==> src/rtl/rtc_alarm_scheduler.sv <==
// Alarm scheduler: multiplexes several software alarm times onto one RTC match comparator.
// The enabled alarms are scanned one per cycle, the soonest relative to Count (wrap-aware) is loaded.
module rtc_alarm_scheduler #(
  parameter int unsigned NUM_ALARMS = 4,
  parameter int unsigned IDX_W      = 2
) (
  input  logic                  PCLK,
  input  logic                  PRESET,
  input  logic [31:0]           Count,
  input  logic                  RawIntEdge,
  input  logic                  AlarmWr,
  input  logic                  AlarmDis,
  input  logic [IDX_W-1:0]      AlarmIdx,
  input  logic [31:0]           AlarmWrData,
  input  logic [NUM_ALARMS-1:0] StatusClr,
  output logic [31:0]           MatchData,
  output logic                  MatchValid,
  output logic [NUM_ALARMS-1:0] AlarmEnable,
  output logic [NUM_ALARMS-1:0] AlarmStatus,
  output logic                  AlarmHit,
  output logic                  Busy
);

  localparam logic [1:0]       ST_IDLE  = 2'd0;
  localparam logic [1:0]       ST_SCAN  = 2'd1;
  localparam logic [1:0]       ST_LOAD  = 2'd2;
  localparam logic [IDX_W-1:0] LAST_IDX = IDX_W'(NUM_ALARMS - 1);

  logic [31:0]           alarmTime     [NUM_ALARMS];
  logic [31:0]           alarmTimeNext [NUM_ALARMS];
  logic [1:0]            state, stateNext;
  logic [IDX_W-1:0]      scanIdx, scanIdxNext;
  logic                  bestValid, bestValidNext;
  logic [31:0]           bestDelta, bestDeltaNext;
  logic [31:0]           bestTime, bestTimeNext;
  logic                  rescan, rescanNext;
  logic [NUM_ALARMS-1:0] enableNext, statusNext, retireMask;
  logic [31:0]           matchDataNext, scanDelta;
  logic                  matchValidNext, hitNext, busyNext, trigger;

  // Next-state, storage update and scan datapath
  always_comb begin
    stateNext      = state;
    scanIdxNext    = scanIdx;
    bestValidNext  = bestValid;
    bestDeltaNext  = bestDelta;
    bestTimeNext   = bestTime;
    matchDataNext  = MatchData;
    matchValidNext = MatchValid;
    alarmTimeNext  = alarmTime;
    enableNext     = AlarmEnable;
    retireMask     = '0;
    scanDelta      = alarmTime[scanIdx] - Count;

    for (int unsigned i = 0; i < NUM_ALARMS; i++) begin
      if (RawIntEdge && MatchValid && AlarmEnable[i] && (alarmTime[i] == MatchData))
        retireMask[i] = 1'b1;
    end

    // Priority per slot: disable > write > retirement
    for (int unsigned i = 0; i < NUM_ALARMS; i++) begin
      if (retireMask[i])
        enableNext[i] = 1'b0;
      if (AlarmWr && (AlarmIdx == IDX_W'(i))) begin
        alarmTimeNext[i] = AlarmWrData;
        enableNext[i]    = 1'b1;
      end
      if (AlarmDis && (AlarmIdx == IDX_W'(i)))
        enableNext[i] = 1'b0;
    end

    statusNext = (AlarmStatus & ~StatusClr) | retireMask;
    hitNext    = |retireMask;
    trigger    = AlarmWr | AlarmDis | hitNext;
    rescanNext = rescan | trigger;

    case (state)
      ST_IDLE: begin
        if (rescan) begin
          stateNext     = ST_SCAN;
          scanIdxNext   = '0;
          bestValidNext = 1'b0;
          rescanNext    = trigger;
        end
      end
      ST_SCAN: begin
        if (AlarmEnable[scanIdx] && (!bestValid || (scanDelta < bestDelta))) begin
          bestValidNext = 1'b1;
          bestDeltaNext = scanDelta;
          bestTimeNext  = alarmTime[scanIdx];
        end
        if (scanIdx == LAST_IDX)
          stateNext = ST_LOAD;
        else
          scanIdxNext = scanIdx + IDX_W'(1);
      end
      ST_LOAD: begin
        matchValidNext = bestValid;
        if (bestValid)
          matchDataNext = bestTime;
        rescanNext = trigger;
        if (rescan) begin
          stateNext     = ST_SCAN;
          scanIdxNext   = '0;
          bestValidNext = 1'b0;
        end else begin
          stateNext = ST_IDLE;
        end
      end
      default: stateNext = ST_IDLE;
    endcase

    busyNext = (stateNext != ST_IDLE) | rescanNext;
  end

  always_ff @(posedge PCLK) begin
    if (PRESET) begin
      state       <= ST_IDLE;
      scanIdx     <= '0;
      bestValid   <= 1'b0;
      bestDelta   <= '0;
      bestTime    <= '0;
      rescan      <= 1'b0;
      MatchData   <= '0;
      MatchValid  <= 1'b0;
      AlarmEnable <= '0;
      AlarmStatus <= '0;
      AlarmHit    <= 1'b0;
      Busy        <= 1'b0;
      for (int unsigned i = 0; i < NUM_ALARMS; i++)
        alarmTime[i] <= '0;
    end else begin
      state       <= stateNext;
      scanIdx     <= scanIdxNext;
      bestValid   <= bestValidNext;
      bestDelta   <= bestDeltaNext;
      bestTime    <= bestTimeNext;
      rescan      <= rescanNext;
      MatchData   <= matchDataNext;
      MatchValid  <= matchValidNext;
      AlarmEnable <= enableNext;
      AlarmStatus <= statusNext;
      AlarmHit    <= hitNext;
      Busy        <= busyNext;
      alarmTime   <= alarmTimeNext;
    end
  end

endmodule

==> config.mk <==
export PLATFORM = sky130hd
export DESIGN_NAME = rtc_alarm_scheduler
export DESIGN_NICKNAME = d
export VERILOG_FILES = /design/src/rtl/rtc_alarm_scheduler.sv
export SDC_FILE = /design/constraint.sdc
export NUM_CORES = 1
export LEC_CHECK = 0
export ABC_AREA = 1
export CORE_MARGIN = 5
export CORE_UTILIZATION = 45
export DETAILED_ROUTE_END_ITERATION = 12
export PLACE_DENSITY = 0.6
export SYNTH_ARGS = -nofsm -noshare
export SYNTH_HDL_FRONTEND = slang
export SYNTH_SLANG_ARGS = --single-unit
==> constraint.sdc <==
create_clock -name PCLK -period 12.55 [get_ports PCLK]
set_input_delay 1.255 -clock PCLK [delete_from_list [all_inputs] [get_ports PCLK]]
set_output_delay 1.255 -clock PCLK [all_outputs]
set_load 0.05 [all_outputs]
# Yosys cells after proc, flatten, opt, wreduce, memory -nomap -nowiden
# Index checks and enable logic that the tools add are counted.
# totals
wordCells	112
reg_bits	241
# classes
eq_ne	13
n_bitwise	8
muxes	29
n_reduce_logical	38
order_cmp	3
addsub	2
# ops
cell	n
$eq A32 B32 Y1	4
$bmux W32 S2	1
$mux W32	2
$lt A32 B32 Y1	1
$sub A32 B32 Y32	1
$logic_and A1 B1 Y1	18
$mux W1	17
$reduce_bool A2 Y1	6
$reduce_or A2 Y1	5
$eq A2 B2 Y1 const B	4
$mux W2	4
$pmux W2 S3	1
$reduce_and A3 Y1	2
$and A4 B4 Y4	1
$eq A2 B1 Y1 const B	2
$logic_not A2 Y1	2
$ne A2 B2 Y1 const B	2
$not A4 Y4	1
$or A1 B1 Y1	4
$or A4 B4 Y4	1
$pmux W1 S2	2
$pmux W2 S2	1
$reduce_and A2 Y1	2
$reduce_or A4 Y1	1
8 further kinds	8

# Logic depth before layout (Yosys ltp)
# depth
depth_word	10
depth_mapped	34
mapped_depth_nobuf	30

# Worst setup path after synthesis
# Ideal clock, no wire load.
# synth_path
path_type	input to register
from	input Count[0]
to	register bestTime[11]
setup_time_ps	114
path_stages	25
t_arrival_ps	3885
required_ps	12436
slack_ps	8551
cell_sequence	ha_1 > fa_1 > inv_1 > nand3_1 > nand3_1 > nand2_1 > nand2_1 > nand3_1 > nand3_1 > nand2_1 > nand2_1 > inv_1 > ha_1 > nand4_1 > nor3_2 > and3_1 > nand2_1 > nand2_1 > nand2_2 > nand2_2 > buf_6 > buf_6 > nand2_2 > nand2_1 > nor2_2
# synth_between
elab_chain_len	5
# synth_rtl
element	line_no	source
from (decl)	9	input logic [31:0] Count,
$sub A32 B32 Y32	53	scanDelta = alarmTime[scanIdx] - Count;
named net scanDelta[24]	38	logic [31:0] matchDataNext, scanDelta;
$lt A32 B32 Y1	87	if (AlarmEnable[scanIdx] && (!bestValid || (scanDelta < bestDelta))) begin
$logic_or A1 B1 Y1	87	
$logic_and A1 B1 Y1	87	
$reduce_and A2 Y1 (no source line)	--	
to (signal assigned)	137	bestTime <= bestTimeNext;
to (decl)	35	logic [31:0] bestTime, bestTimeNext;
# The timed path passes the listed nets, and every way through them passes these cells.
# A chain may end at the register's enable or synchronous reset.

# Worst setup path in the final report
# layout_path
from	register scanIdx[1]
to	register bestTime[27]
# layout_between
elab_chain_len	9
word_cells_on_any_way	11
cone_classes	add/sub (1); order compare (1); mux (5); bitwise (1); reduce/logical (3)
# layout_rtl
element	line_no	source
from (decl)	32	logic [IDX_W-1:0] scanIdx, scanIdxNext;
from (signal assigned)	134	scanIdx <= scanIdxNext;
$not A2 Y3 (implied by the code)	53	
$bmux W32 S2	53	
$mux W32 (implied by the code) (2 in a row)	53	
$sub A32 B32 Y32	53	
named net scanDelta[24]	38	
$lt A32 B32 Y1	87	
$logic_or A1 B1 Y1	87	
$logic_and A1 B1 Y1	87	
$reduce_and A2 Y1 (no source line)	--	
# The timed path passes the listed nets, and every way through them passes these cells. The select of a mux whose other input is x is not followed.

==> impl_results.md <==
- Final setup TNS: 0 ns
- Clock latency on the worst-skew pair: 0.57 ns
- Layout cells sized above 1: 0.0369
- Cells after Synth: 2426
- Synthesized flop and latch total: 241
- Internal power: 0.00146 W
- Area delta synth->final: 14.2%
- FMAX: 149 MHz
- Routed Wire Length: 56500 um
- Initial antenna violation count: 0
- Synth async-reset ratio: 0
- Commonest cells after routing, fill and taps aside: 463 x nand2_1, 463 x nor2_1, 304 x inv_1
- Vias per cell: 5.25
- Power density over cell area: 126 mW/mm2
- Filler Cell Count: 3508
- Synth Flop Type: dfxtp_1
- # hold bufs at CTS: 0
- RSZ-0062 raised after global routing: false
- 1st-iter DRT viols: 1274
- Buffers on Ports: 117
- DIE HEIGHT: 194 um
- Die Width: 194 um
- Post-synthesis cell area: 0.0153 mm2
- Slowest CP cell: dfxtp_1
- Ranking of synthesized cells by area: dfxtp_1 32%, nand2_1 11%, nor2_1 11%
- Switching share of power: 0.335
- Max stage delay on crit path: 1.01 ns
- Largest net degree at the start of global routing: 103
- Fin cells: 2938
- Sw power: 0.000737 W
- Final period util: 0.537
- Syn_area_per_cell: 6.31 um2
- Sequential area share after synthesis: 0.315
- Maxcap violations: 0
- Cell leakage power: 8.51 nW
- TritonCTS Buffers: 27
- Clk sink count: 241
- Comb pwr share: 0.260
- Worst Skew: 0.0240 ns
- Most used cell, CP: nand2_1
- Ant. Diodes: 0
- CP required: 13.00 ns
- Cell variety after synth: 42
- Synthesized Nets: 2565
- Routed wire length per instance: 19.2 um
- CP startpoint kind: flip-flop
- Min-delay worst type: reg2reg
- Critical path class: reg2reg
- Warnings, synthesis: 0
- Share of the synthesized area in the top cell type: 0.315
- TritonRoute pass-1 iters: 6
- Seq pwr share: 0.378
- Reg clk slew, reported paths: 0.06 ns
- Setup Viol. Count Final: 0
- Vias in the first global route: 14600
- CP arrival: 7.18 ns
- Power, Total: 0.00220 W
- Max-slew violation count: 0
- Final Hold Violating Endpoints: 0
- Slew of the pin with the lowest slew margin: 1.05 ns
- Final-stage net count: 2609
- Number of synthesized flops with an enable pin: 0
- Post-CTS sizing: 0
- CTS tree: done
- First-pass GRT wire length: 85800 um
- Clk pwr share: 0.362
- Status: finished clean
- I/O pin cnt: 118
- Most area-hungry cell type in the Yosys netlist: dfxtp_1
- Crit path capture type: flip-flop
- Critical path peak fanout: 65
- Max Root-Sink Buffers: 3
- Initial core utilization: 0.457
- Max_slew headroom: 0.302
- CTS Root Buffer Type: clkbuf_16
- Gr ovfl total: 0
- Post-CTS setup buffer count: 0
- Vias: 15400
- Final min period: 6.73 ns
- CORE AREA: 0.0335 mm2
- Cells after DPL: 2889
- ANT nets after route: 0
- Total GRT Usage: 0.287
- GP Congestion: 1.07
- DRC: 0
- Row cnt: 67
- Detailed placer's ending HPWL: 43400 um
- Htree depth: 1
- Die area: 0.0378 mm2
- Largest vdd supply drop: 0.000101 V
cells by family (layout without fill, tap and decap cells):
logic type	count (synthesis)	after routing	synth area share
xor+xnor	109	109	0.0623
flops	241	241	0.315
simple gates	1140	1140	0.307
compound gates	442	442	0.149
buf+inv	430	494	0.114
fa+ha+maj	64	64	0.0528
flip-flops by register name, summed over array words and instances (netlist names), 2 cells and up:
| signal | flops |
|---|---|
| state | 2 |
| bestTime | 32 |
| bestDelta | 32 |
| alarmTime | 128 |
| AlarmEnable | 4 |
| MatchData | 32 |
| scanIdx | 2 |
| AlarmStatus | 4 |
power by group through the flow:
stage                     registers, W  clock network, W  logic, W
after global placement        0.000846                 0  0.000558
after global routing          0.000835          0.000839  0.000645
after CTS                     0.000830          0.000811  0.000568
after floorplan               0.000839                 0  0.000391
after detailed placement      0.000847                 0  0.000566
final                         0.000831          0.000797  0.000572
layout make-up:
type	instances	area [um2]	area share
well taps	448	561	0.0321
flip-flops and latches	241	4830	0.276
clock inverters	8	100	0.00573
repair buffers	134	1300	0.0743
clock buffers	41	768	0.0439
inverters	311	1170	0.0669
multi-input cells	1755	8760	0.501
routing by layer:
layer	vias up	wire, um	global-route usage
met3	113	3320	0.0391
met2	488	25700	0.473
li1	7758	-	-
met4	0	2520	0.109
met5	-	0	0
met1	7068	25000	0.383
final timing paths:
path | startpoint | to | slack [ns] | depth (start not counted)
worst max register to register | scanIdx[1]$_SDFFE_PP0P_ | bestTime[27]$_SDFFE_PP0P_ | 5.82 | 29
worst max-delay path | scanIdx[1]$_SDFFE_PP0P_ | bestTime[27]$_SDFFE_PP0P_ | 5.82 | 29
worst min register to register | AlarmStatus[3]$_SDFF_PP0_ | AlarmStatus[3]$_SDFF_PP0_ | 0.46 | 2
worst min-delay path | AlarmStatus[3]$_SDFF_PP0_ | AlarmStatus[3]$_SDFF_PP0_ | 0.46 | 2
cells in the mapped netlist (2+ instances only):
master,count
clkinv_1,3
o2111ai_1,2
o21a_1,4
nand3_1,85
buf_6,9
nand2_1,463
xnor2_1,43
clkbuf_2,7
nand4_1,19
a21oi_1,184
o22ai_1,20
nand2b_1,4
nand2_2,12
nor2_2,11
o21ai_1,5
nor3_1,45
nor2b_1,4
inv_1,305
clkbuf_1,64
nor4_1,5
o21bai_1,4
a32oi_1,2
nand3b_1,18
nor3b_1,4
nor3_2,4
dfxtp_1,241
buf_2,37
inv_2,3
o21ai_0,217
xor2_1,66
nor2_1,463
ha_1,63
per-stage QoR:
stage | setup WS, ns | area (um2) | utilization | hold slack [ns]
5_1_grt | 5.41 | 17500 | 0.521 | 0.490
4_1_cts | 5.82 | 17500 | 0.521 | 0.469
3_3_place_gp | 6.10 | 16600 | 0.495 | 0.454
2_1_floorplan | 8.55 | 15300 | - | 0.451
6_report | 5.82 | 17500 | 0.521 | 0.463
3_5_place_dp | 5.92 | 16600 | 0.495 | 0.460
worst max-delay path, delay by kind of cell (launching register included):
family | cells | cell delay [ns]
buffers and inverters | 7 | 2.21
AND/OR/NAND/NOR | 18 | 2.03
flip-flops | 1 | 1.01
adder cells (fa/ha/maj) | 3 | 0.91
AO/OA/AOI/OAI | 1 | 0.35
(Power assumes the default switching activity.)
